**config.mk**
```make
export PLATFORM = sky130hd
export DESIGN_NAME = highscore_table_ctrl_flat
export DESIGN_NICKNAME = d
export VERILOG_FILES = /design/src/rtl/memory_game_pkg.sv /design/src/rtl/highscore_table_ctrl_if.sv /design/src/rtl/bcd_time_less.sv /design/src/rtl/highscore_table_ctrl.sv /design/src/flat_wrapper.sv
export SDC_FILE = /design/constraint.sdc
export NUM_CORES = 1
export LEC_CHECK = 0
export CORE_MARGIN = 2
export CORE_UTILIZATION = 50
export CTS_CLUSTER_SIZE = 25
export DETAILED_ROUTE_END_ITERATION = 6
export PLACE_DENSITY = 0.74
export SETUP_SLACK_MARGIN = 0.05
export SLEW_MARGIN = 30
export SYNTH_ARGS = -nofsm -noshare
export SYNTH_HDL_FRONTEND = slang
export SYNTH_SLANG_ARGS = --single-unit
export TNS_END_PERCENT = 30
```
**constraint.sdc**
```tcl
create_clock -name clk -period 2.87 [get_ports clk]
set_input_delay 0.574 -clock clk [delete_from_list [all_inputs] [get_ports clk]]
set_output_delay 0.574 -clock clk [all_outputs]
set_load 0.02 [all_outputs]
```
**src/rtl/memory_game_pkg.sv**
```systemverilog
// Shared constants and types for the Memory Game datapath blocks.
package memory_game_pkg;

  // Default table geometry
  localparam int DEF_TIME_W  = 15;
  localparam int DEF_ENTRIES = 3;

  // BCD field positions inside a time word; field order matches numeric order
  localparam int SEC_DOZ_MSB = 14;
  localparam int SEC_DOZ_LSB = 12;
  localparam int SEC_UNI_MSB = 11;
  localparam int SEC_UNI_LSB = 8;
  localparam int HUN_DOZ_MSB = 7;
  localparam int HUN_DOZ_LSB = 4;
  localparam int HUN_UNI_MSB = 3;
  localparam int HUN_UNI_LSB = 0;

  // Insertion sequencer states
  typedef enum logic [2:0] {
    IDLE  = 3'd0,
    SCAN  = 3'd1,
    SHIFT = 3'd2,
    WRITE = 3'd3,
    DONE  = 3'd4
  } hs_state_e;

endpackage

```
**src/rtl/highscore_table_ctrl_if.sv**
```systemverilog
// Bus between the game logic / text screen and the highscore table.
interface highscore_table_ctrl_if
  import memory_game_pkg::*;
#(
  parameter int ENTRIES = DEF_ENTRIES,
  parameter int TIME_W  = DEF_TIME_W
) ();

  logic                           new_score_valid;
  logic [TIME_W-1:0]              new_score_time;
  logic                           clear_table;
  logic [$clog2(ENTRIES)-1:0]     rd_idx;
  logic [TIME_W-1:0]              rd_time;
  logic                           rd_occupied;
  logic                           busy;
  logic                           done;
  logic [$clog2(ENTRIES+1)-1:0]   inserted_rank;

  // Game logic and screen side
  modport master (
    output new_score_valid, new_score_time, clear_table, rd_idx,
    input  rd_time, rd_occupied, busy, done, inserted_rank
  );

  // Table controller side
  modport slave (
    input  new_score_valid, new_score_time, clear_table, rd_idx,
    output rd_time, rd_occupied, busy, done, inserted_rank
  );

endinterface

```
**src/rtl/bcd_time_less.sv**
```systemverilog
// Strict a < b on BCD time words; an absent b counts as infinitely slow.
module bcd_time_less
  import memory_game_pkg::*;
#(
  parameter int TIME_W = DEF_TIME_W
) (
  input  logic [TIME_W-1:0] a,
  input  logic [TIME_W-1:0] b,
  input  logic              b_valid,
  output logic              lt
);

  // BCD digits sit in descending significance, so a binary compare is numeric
  always_comb begin
    lt = 1'b0;
    if (!b_valid) begin
      lt = 1'b1;
    end else begin
      lt = (a < b);
    end
  end

endmodule

```
**src/rtl/highscore_table_ctrl.sv**
```systemverilog
// Ranked top-N best-time table with a one-entry-per-clock insertion sequencer.
module highscore_table_ctrl
  import memory_game_pkg::*;
#(
  parameter int ENTRIES = DEF_ENTRIES,
  parameter int TIME_W  = DEF_TIME_W
) (
  input logic                   clk,
  input logic                   rst_n,
  highscore_table_ctrl_if.slave bus
);

  localparam int IDX_W  = $clog2(ENTRIES);
  localparam int RANK_W = $clog2(ENTRIES + 1);
  localparam logic [IDX_W-1:0] LAST_IDX = IDX_W'(ENTRIES - 1);

  hs_state_e          state_r;
  logic [TIME_W-1:0]  entry_time_r [ENTRIES];
  logic [ENTRIES-1:0] entry_occ_r;
  logic [TIME_W-1:0]  new_time_r;
  logic [IDX_W-1:0]   idx_r;
  logic [IDX_W-1:0]   pos_r;
  logic               busy_r;
  logic               done_r;
  logic [RANK_W-1:0]  rank_r;
  logic [TIME_W-1:0]  rd_time_r;
  logic               rd_occ_r;
  logic               hit_s;
  logic               rd_in_range_s;

  // The new time ranks above the entry currently being scanned
  bcd_time_less #(.TIME_W(TIME_W)) u_less (
    .a       (new_time_r),
    .b       (entry_time_r[idx_r]),
    .b_valid (entry_occ_r[idx_r]),
    .lt      (hit_s)
  );

  assign rd_in_range_s = (int'(bus.rd_idx) < ENTRIES);

  // Insertion sequencer: scan for the rank, ripple worse entries down, write the new time
  always_ff @(posedge clk or negedge rst_n) begin
    if (!rst_n) begin
      state_r     <= IDLE;
      entry_occ_r <= '0;
      for (int k = 0; k < ENTRIES; k++) begin
        entry_time_r[k] <= '0;
      end
      new_time_r  <= '0;
      idx_r       <= '0;
      pos_r       <= '0;
      busy_r      <= 1'b0;
      done_r      <= 1'b0;
      rank_r      <= '0;
    end else if (bus.clear_table) begin
      // Clearing abandons any insertion silently; the last rank stays visible
      entry_occ_r <= '0;
      state_r     <= IDLE;
      busy_r      <= 1'b0;
      done_r      <= 1'b0;
    end else begin
      case (state_r)
        IDLE: begin
          done_r <= 1'b0;
          if (bus.new_score_valid) begin
            new_time_r <= bus.new_score_time;
            idx_r      <= '0;
            busy_r     <= 1'b1;
            state_r    <= SCAN;
          end else begin
            busy_r <= 1'b0;
          end
        end
        SCAN: begin
          if (hit_s) begin
            pos_r <= idx_r;
            if (idx_r == LAST_IDX) begin
              state_r <= WRITE;
            end else begin
              idx_r   <= LAST_IDX;
              state_r <= SHIFT;
            end
          end else if (idx_r == LAST_IDX) begin
            rank_r  <= '0;
            done_r  <= 1'b1;
            state_r <= DONE;
          end else begin
            idx_r <= idx_r + IDX_W'(1'b1);
          end
        end
        SHIFT: begin
          // The bottom entry is overwritten first, so the worst time falls off
          entry_time_r[idx_r] <= entry_time_r[idx_r - IDX_W'(1'b1)];
          entry_occ_r[idx_r]  <= entry_occ_r[idx_r - IDX_W'(1'b1)];
          if (idx_r == pos_r + IDX_W'(1'b1)) begin
            state_r <= WRITE;
          end else begin
            idx_r <= idx_r - IDX_W'(1'b1);
          end
        end
        WRITE: begin
          entry_time_r[pos_r] <= new_time_r;
          entry_occ_r[pos_r]  <= 1'b1;
          rank_r              <= RANK_W'(pos_r) + RANK_W'(1'b1);
          done_r              <= 1'b1;
          state_r             <= DONE;
        end
        DONE: begin
          done_r  <= 1'b0;
          busy_r  <= 1'b0;
          state_r <= IDLE;
        end
        default: begin
          done_r  <= 1'b0;
          busy_r  <= 1'b0;
          state_r <= IDLE;
        end
      endcase
    end
  end

  // Registered read port; empty or out-of-range slots read as zero
  always_ff @(posedge clk or negedge rst_n) begin
    if (!rst_n) begin
      rd_time_r <= '0;
      rd_occ_r  <= 1'b0;
    end else if (rd_in_range_s && entry_occ_r[bus.rd_idx]) begin
      rd_time_r <= entry_time_r[bus.rd_idx];
      rd_occ_r  <= 1'b1;
    end else begin
      rd_time_r <= '0;
      rd_occ_r  <= 1'b0;
    end
  end

  assign bus.rd_time       = rd_time_r;
  assign bus.rd_occupied   = rd_occ_r;
  assign bus.busy          = busy_r;
  assign bus.done          = done_r;
  assign bus.inserted_rank = rank_r;

endmodule

```
**src/flat_wrapper.sv**
```systemverilog
// flat-port wrapper written by rule: the top's interface ports become plain ports
module highscore_table_ctrl_flat import memory_game_pkg::*;
#(
  parameter int ENTRIES = DEF_ENTRIES,
  parameter int TIME_W  = DEF_TIME_W
)
  (clk, rst_n, bus_new_score_valid, bus_new_score_time, bus_clear_table, bus_rd_idx, bus_rd_time, bus_rd_occupied, bus_busy, bus_done, bus_inserted_rank);
  highscore_table_ctrl_if #(.ENTRIES(ENTRIES), .TIME_W(TIME_W)) bus_i ();
  input logic clk;
  input logic rst_n;
  input wire logic [$bits(bus_i.new_score_valid)-1:0] bus_new_score_valid;
  input wire logic [$bits(bus_i.new_score_time)-1:0] bus_new_score_time;
  input wire logic [$bits(bus_i.clear_table)-1:0] bus_clear_table;
  input wire logic [$bits(bus_i.rd_idx)-1:0] bus_rd_idx;
  output wire logic [$bits(bus_i.rd_time)-1:0] bus_rd_time;
  output wire logic [$bits(bus_i.rd_occupied)-1:0] bus_rd_occupied;
  output wire logic [$bits(bus_i.busy)-1:0] bus_busy;
  output wire logic [$bits(bus_i.done)-1:0] bus_done;
  output wire logic [$bits(bus_i.inserted_rank)-1:0] bus_inserted_rank;
  assign bus_i.new_score_valid = bus_new_score_valid;
  assign bus_i.new_score_time = bus_new_score_time;
  assign bus_i.clear_table = bus_clear_table;
  assign bus_i.rd_idx = bus_rd_idx;
  assign bus_rd_time = bus_i.rd_time;
  assign bus_rd_occupied = bus_i.rd_occupied;
  assign bus_busy = bus_i.busy;
  assign bus_done = bus_i.done;
  assign bus_inserted_rank = bus_i.inserted_rank;
  highscore_table_ctrl #(.ENTRIES(ENTRIES), .TIME_W(TIME_W)) u_core (.clk(clk), .rst_n(rst_n), .bus(bus_i));
endmodule
```
# After elaboration in Yosys (flattened, before gate mapping)
# Cells that the tools add are included.
op_classes:
  add_sub_neg: 3
  n_lt_le_gt_ge: 14
  eq_ne: 17
  muxes: 55
  bitwise_logic: 6
  n_reduce_logical: 18
ops:
  columns: ["cell", "n"]
  rows:
  - ["$mux W15", 9]
  - ["$bmux W15 S2", 3]
  - ["$bwmux W45", 2]
  - ["$pmux W45 S2", 1]
  - ["$demux W15 S2", 2]
  - ["$mux W3", 6]
  - ["$lt A15 B15 Y1", 1]
  - ["$mux W2", 7]
  - ["$mux W1", 13]
  - ["$ge A3 B3 Y1 const B", 4]
  - ["$lt A2 B3 Y1 const B", 4]
  - ["$not A2 Y3", 4]
  - ["$pmux W3 S4", 1]
  - ["$reduce_and A3 Y1", 4]
  - ["$ne A2 B2 Y1 const B", 5]
  - ["$bmux W1 S2", 3]
  - ["$eq A3 B2 Y1 const B", 2]
  - ["$lt A3 B1 Y1 const B", 2]
  - ["$ne A3 B2 Y1 const B", 2]
  - ["$ne A3 B3 Y1 const B", 2]
  - ["$pmux W2 S3", 1]
  - ["$pmux W3 S2", 1]
  - ["$reduce_bool A3 Y1", 2]
  - ["$logic_and A1 B1 Y1", 5]
  - ["other kinds (22)", 27]
word_totals:
  regBits: 90
  in_bits: 21
  output_inout_bits: 20
  word_cells: 126

# Longest topological paths before layout
logic_depth:
  depth_word: 9
  depth_mapped: 13

# Hierarchy
# Synthesis repeated with hierarchy kept, for this count alone.
hier_totals:
  cells_unflattened: 562
  area_unflattened_um2: 5291.3
by_module_without_submodules:
  columns: ["mod", "n_inst", "cells_per_inst", "area_each_um2", "seq_area_each_um2"]
  rows:
  - ["highscore_table_ctrl", 1, 511, 4927.2, 2252.2]
  - ["bcd_time_less", 1, 51, 364.1, 0.0]

# Worst setup path before layout
# Ideal clock, no wire load.
synth_path:
  kind: "register to register"
  from: "register u_core.idx_r[1]"
  to: "register u_core.done_r, in the netlist u_core.bus.done"
  arrival_time_ps: 3050
  path_slack_ps: -304
  path_stages_with_launch: 14
  n_path_buf: 2
  period_less_slack_ps: 3174
  cell_sequence: "dfrtp_1 -> buf_2 -> buf_1 -> mux2i_1 -> nor2_1 -> a21oi_1 -> ha_1 -> nand4_1 -> a2111oi_4 -> o211ai_2 -> a21oi_4 -> mux2i_1 -> inv_1 -> a211o_1"
synth_between:
  elab_chain_len: 8
  word_cells_on_any_way: 12
synth_lines:
  columns: ["item", "line", "source"]
  rows:
  - ["from (decl)", "highscore_table_ctrl.sv:21", "logic [IDX_W-1:0] idx_r;"]
  - ["from (signal assigned)", "highscore_table_ctrl.sv:88", "idx_r <= idx_r + IDX_W'(1'b1);"]
  - ["from (signal assigned)", "highscore_table_ctrl.sv:98", "idx_r <= idx_r - IDX_W'(1'b1);"]
  - ["$not A2 Y3 (not written as such)", "highscore_table_ctrl.sv:34", ".b (entry_time_r[idx_r]),"]
  - ["$bmux W15 S2", "highscore_table_ctrl.sv:34", null]
  - ["$mux W15 (not written as such) (2 in series)", "highscore_table_ctrl.sv:34", null]
  - ["$lt A15 B15 Y1", "bcd_time_less.sv:19", "lt = (a < b);"]
  - ["$mux W1", "bcd_time_less.sv:16", "if (!b_valid) begin"]
  - ["$ne A3 B3 Y1 (no source line)", null, null]
  - ["$reduce_and A3 Y1 (no source line) *", null, null]
  - ["to (signal assigned)", "highscore_table_ctrl.sv:53", "done_r <= 1'b0;"]
  - ["to (signal assigned)", "highscore_table_ctrl.sv:60", "done_r <= 1'b0;"]
  - ["to (signal assigned)", "highscore_table_ctrl.sv:64", "done_r <= 1'b0;"]
  - ["to (decl)", "highscore_table_ctrl.sv:24", "logic done_r;"]
# Mark *: on every way between the ends. The rest lies on a longest branch, timed or not. The select of a mux whose other input is x is not followed.
# A chain may end at the register's enable or synchronous reset.

# Worst setup path in the final report
# Same ends and word-level chain as after synthesis.

==> impl_metrics.yaml <==
timing:
  fin_ws_ns: 0.143
  worst_pin_slew_ns: 0.980
  skew_ns: 0.0125
  rsz0062_at_grt: "true"
  post-route-period-util_pct: 95.0
  finalSetupViolCount: 0
  relSlewSlack_pct: 34.6
  period_needed_ns: 2.73
  fin_setup_tns_ns: 0
  drv_slew: 0
  fmaxAchievable_mhz: 367
  hold_violations: 0
clock_tree:
  clkSlewWorstSetupHoldPaths_ns: 0.09
  cts_htree_levels: 3
  cts_buffer_depth: 2
  cts.hold.buffers_added: 0
  cts_tree: "built"
  clk_latency_ns: 0.38
  clockRootBuffer: "clkbuf_8"
  cts.sinks: 90
  cts_made_buffers: 9
placement:
  gp_congestion: 0.917
  place_ws_ns: 0.0946
  placed_area_um2: 5810
  place_hpwl_um: 8990
  portBuffers: 40
setup_path:
  crit_type: "reg2reg"
  reg2regPathDepth: 13
  reg2reg_slack_ns: 0.14
  end_kind: "register"
  r2r-start: "u_core.idx_r[1]"
  start_kind: "register"
  required_ns: 3.14
  r2r-end: "u_core.bus.done"
  worstPathMaxFanout: 5
  worstPathArrival_ns: 3.00
synth:
  synthArstFlopShare_pct: 100
  yosysTopAreaCell: "dfrtp_1"
  synthCells: 571
  ys_warn_count: 0
  ys_seq_area_share_pct: 42.8
  yosys.cell_types.count: 45
  synth_seq_cells: 90
  synthesis.nets: 612
  synth-edff-count: 0
  syn_area_um2: 5260
  avgSynthCellArea_um2: 9.21
  synth_top_area_share_pct: 42.8
  synth_ff_type: "dfrtp_1"
  synth_area_leaders: "dfrtp_1 (43%), mux2i_1 (9.7%), a22oi_1 (6.4%)"
  ys_top_cells_by_count: "dfrtp_1 (90), nor2_1 (62), nand2_1 (57)"
  synth.most_common_cell: "dfrtp_1"
drt:
  drt_iter0_markers: 333
  drt_wl_total_um: 14000
  drtPass1Iterations: 5
  wl_per_cell_um: 18.8
  postRouteAntennaNets: 0
  drc: 0
  vias: 4558
  viasPerCell: 6.12
pwr:
  seqPwrFrac_pct: 37.6
  combinationalPowerShare_pct: 44.3
  switching_share_pct: 42.0
  p_clk_share_pct: 18.0
  vdd_drop_max_mv: 0.555
  p_sw_uw: 2420
  p_leak_uw: 0.00265
  power_density_nw_per_um2: 942
  p_int_uw: 3340
global_routing:
  grt_start_max_net_pins: 47
  grt_use_total_pct: 25.5
  grt_pass1_wl_um: 22400
  antenna_found_initial: 0
  first_global_vias: 4327
  grt_overflow_total: 0
final_layout:
  design_area_um2: 6120
  fillers: 883
  drive_gt1_share_pct: 9.69
  diodes: 0
  area_growth_pct: 16.4
  nets: 645
die:
  io_pins: 41
  initial_core_util_pct: 51.1
  dieArea_um2: 11300
  die_height_um: 107
  rows: 37
  fp.coreArea_um2: 10300
  fp.dieW_um: 107
status:
  outcome: "finished, final reports clean"
worst_hold_path:
  hold_path_class: "in2async"
flow_run:
  cap_violations: 0
## area by class of cell
type | instances | area [µm²] | area share [%]
clock buffer | 11 | 131 | 2.15
clock inverter | 5 | 103 | 1.68
inverter | 10 | 37.5 | 0.613
multi-input combinational | 427 | 2800 | 45.7
sequential | 90 | 2250 | 36.8
tap | 136 | 170 | 2.78
timing repair buffer | 66 | 626 | 10.2
## worst max-delay path: stages (launching register included)
cell and delay (ns):
dfrtp_2 0.46, buf_6 0.15, buf_12 0.12, mux2i_1 0.10
nor2_1 0.09, a21oi_1 0.05, ha_1 0.31, nand2_1 0.07
nor2_1 0.25, o211ai_2 0.16, a21oi_4 0.28, mux2i_2 0.28
inv_1 0.07, a211o_1 0.22
## registers in the layout (all words and copies together) (netlist names), 2 cells and up
signal                    flops
u_core.idx_r                  2
u_core.pos_r                  2
u_core.entry_time_r          45
u_core.state_r                3
u_core.bus.inserted_rank      2
u_core.new_time_r            15
u_core.bus.rd_time           15
u_core.entry_occ_r            3
## power groups by stage
stage,Combinational (µW),Sequential [µW],Clock [µW]
final,2550,2170,1040
after global routing,2840,2210,1100
after CTS,2440,2140,1050
after detailed placement,2420,2160,0
after global placement,2340,2140,0
after floorplan,1870,2010,0
## through the flow
step | power (µW) | std cells | hold slack (ns) | util (%)
finish | 5760 | 745 | 0.194 | 59.5
detailed placement | 4580 | 726 | 0.492 | 56.6
CTS | 5620 | 742 | 0.211 | 58.8
floorplan | 3870 | 571 | 0.278 | -
global placement | 4480 | 726 | 0.487 | 56.6
global route | 6150 | 745 | 0.237 | 59.5
## routing by layer
metal / GRT usage [%] / routed length, µm / up-vias
met3: 4.41 / 1190 / 35
met2: 39.2 / 6510 / 234
li1: - / - / 2102
met1: 35.5 / 5920 / 2187
met5: 0 / 0 / -
met4: 11.0 / 388 / 0
## cells in the final DEF, fill, tap and decap left out, types with 3 or more instances in the layout
cell type	synthesis	final
bufinv_16	0	3
o21ai_1	50	50
nand3b_1	3	3
mux2_1	15	15
a22oi_1	45	45
o31ai_1	3	3
and2_1	6	6
clkbuf_8	0	9
inv_2	4	4
mux2i_1	51	50
a21oi_1	43	42
inv_1	6	6
ha_1	20	20
o21ai_2	3	3
clkdlybuf4s50_1	0	39
nor2_1	62	61
nor3_1	3	3
nand2_1	57	57
buf_4	5	23
o21ai_0	20	20
dfrtp_1	90	89
nand3_1	17	17
## how the worst max path moves through the flow
stage                               start         endpoint
after floorplan           u_core.idx_r[1]  u_core.bus.done
after global placement    u_core.idx_r[1]  u_core.bus.done
after detailed placement  u_core.idx_r[1]  u_core.pos_r[1]
after CTS                 u_core.idx_r[1]  u_core.pos_r[1]
after global routing      u_core.idx_r[1]  u_core.idx_r[1]
final                     u_core.idx_r[1]  u_core.bus.done
## timing repair
action | CTS | global route
buffers inserted | 0 | 3
endpoints found under the setup margin | 0 | 5
resized for setup | 0 | 8
## kinds of logic after synthesis
| family | count (synthesis) | share of synthesized area (%) |
|---|---|---|
| and+or+nand+nor | 157 | 13.0 |
| DFF | 90 | 42.8 |
| xor gates and xnor gates | 3 | 0.500 |
| adders and majority gates | 20 | 4.76 |
| buffers and inverters | 54 | 4.50 |
| AOI/OAI and AO/OA | 180 | 21.2 |
| muxes | 67 | 13.2 |
(Power assumes the default switching activity.)
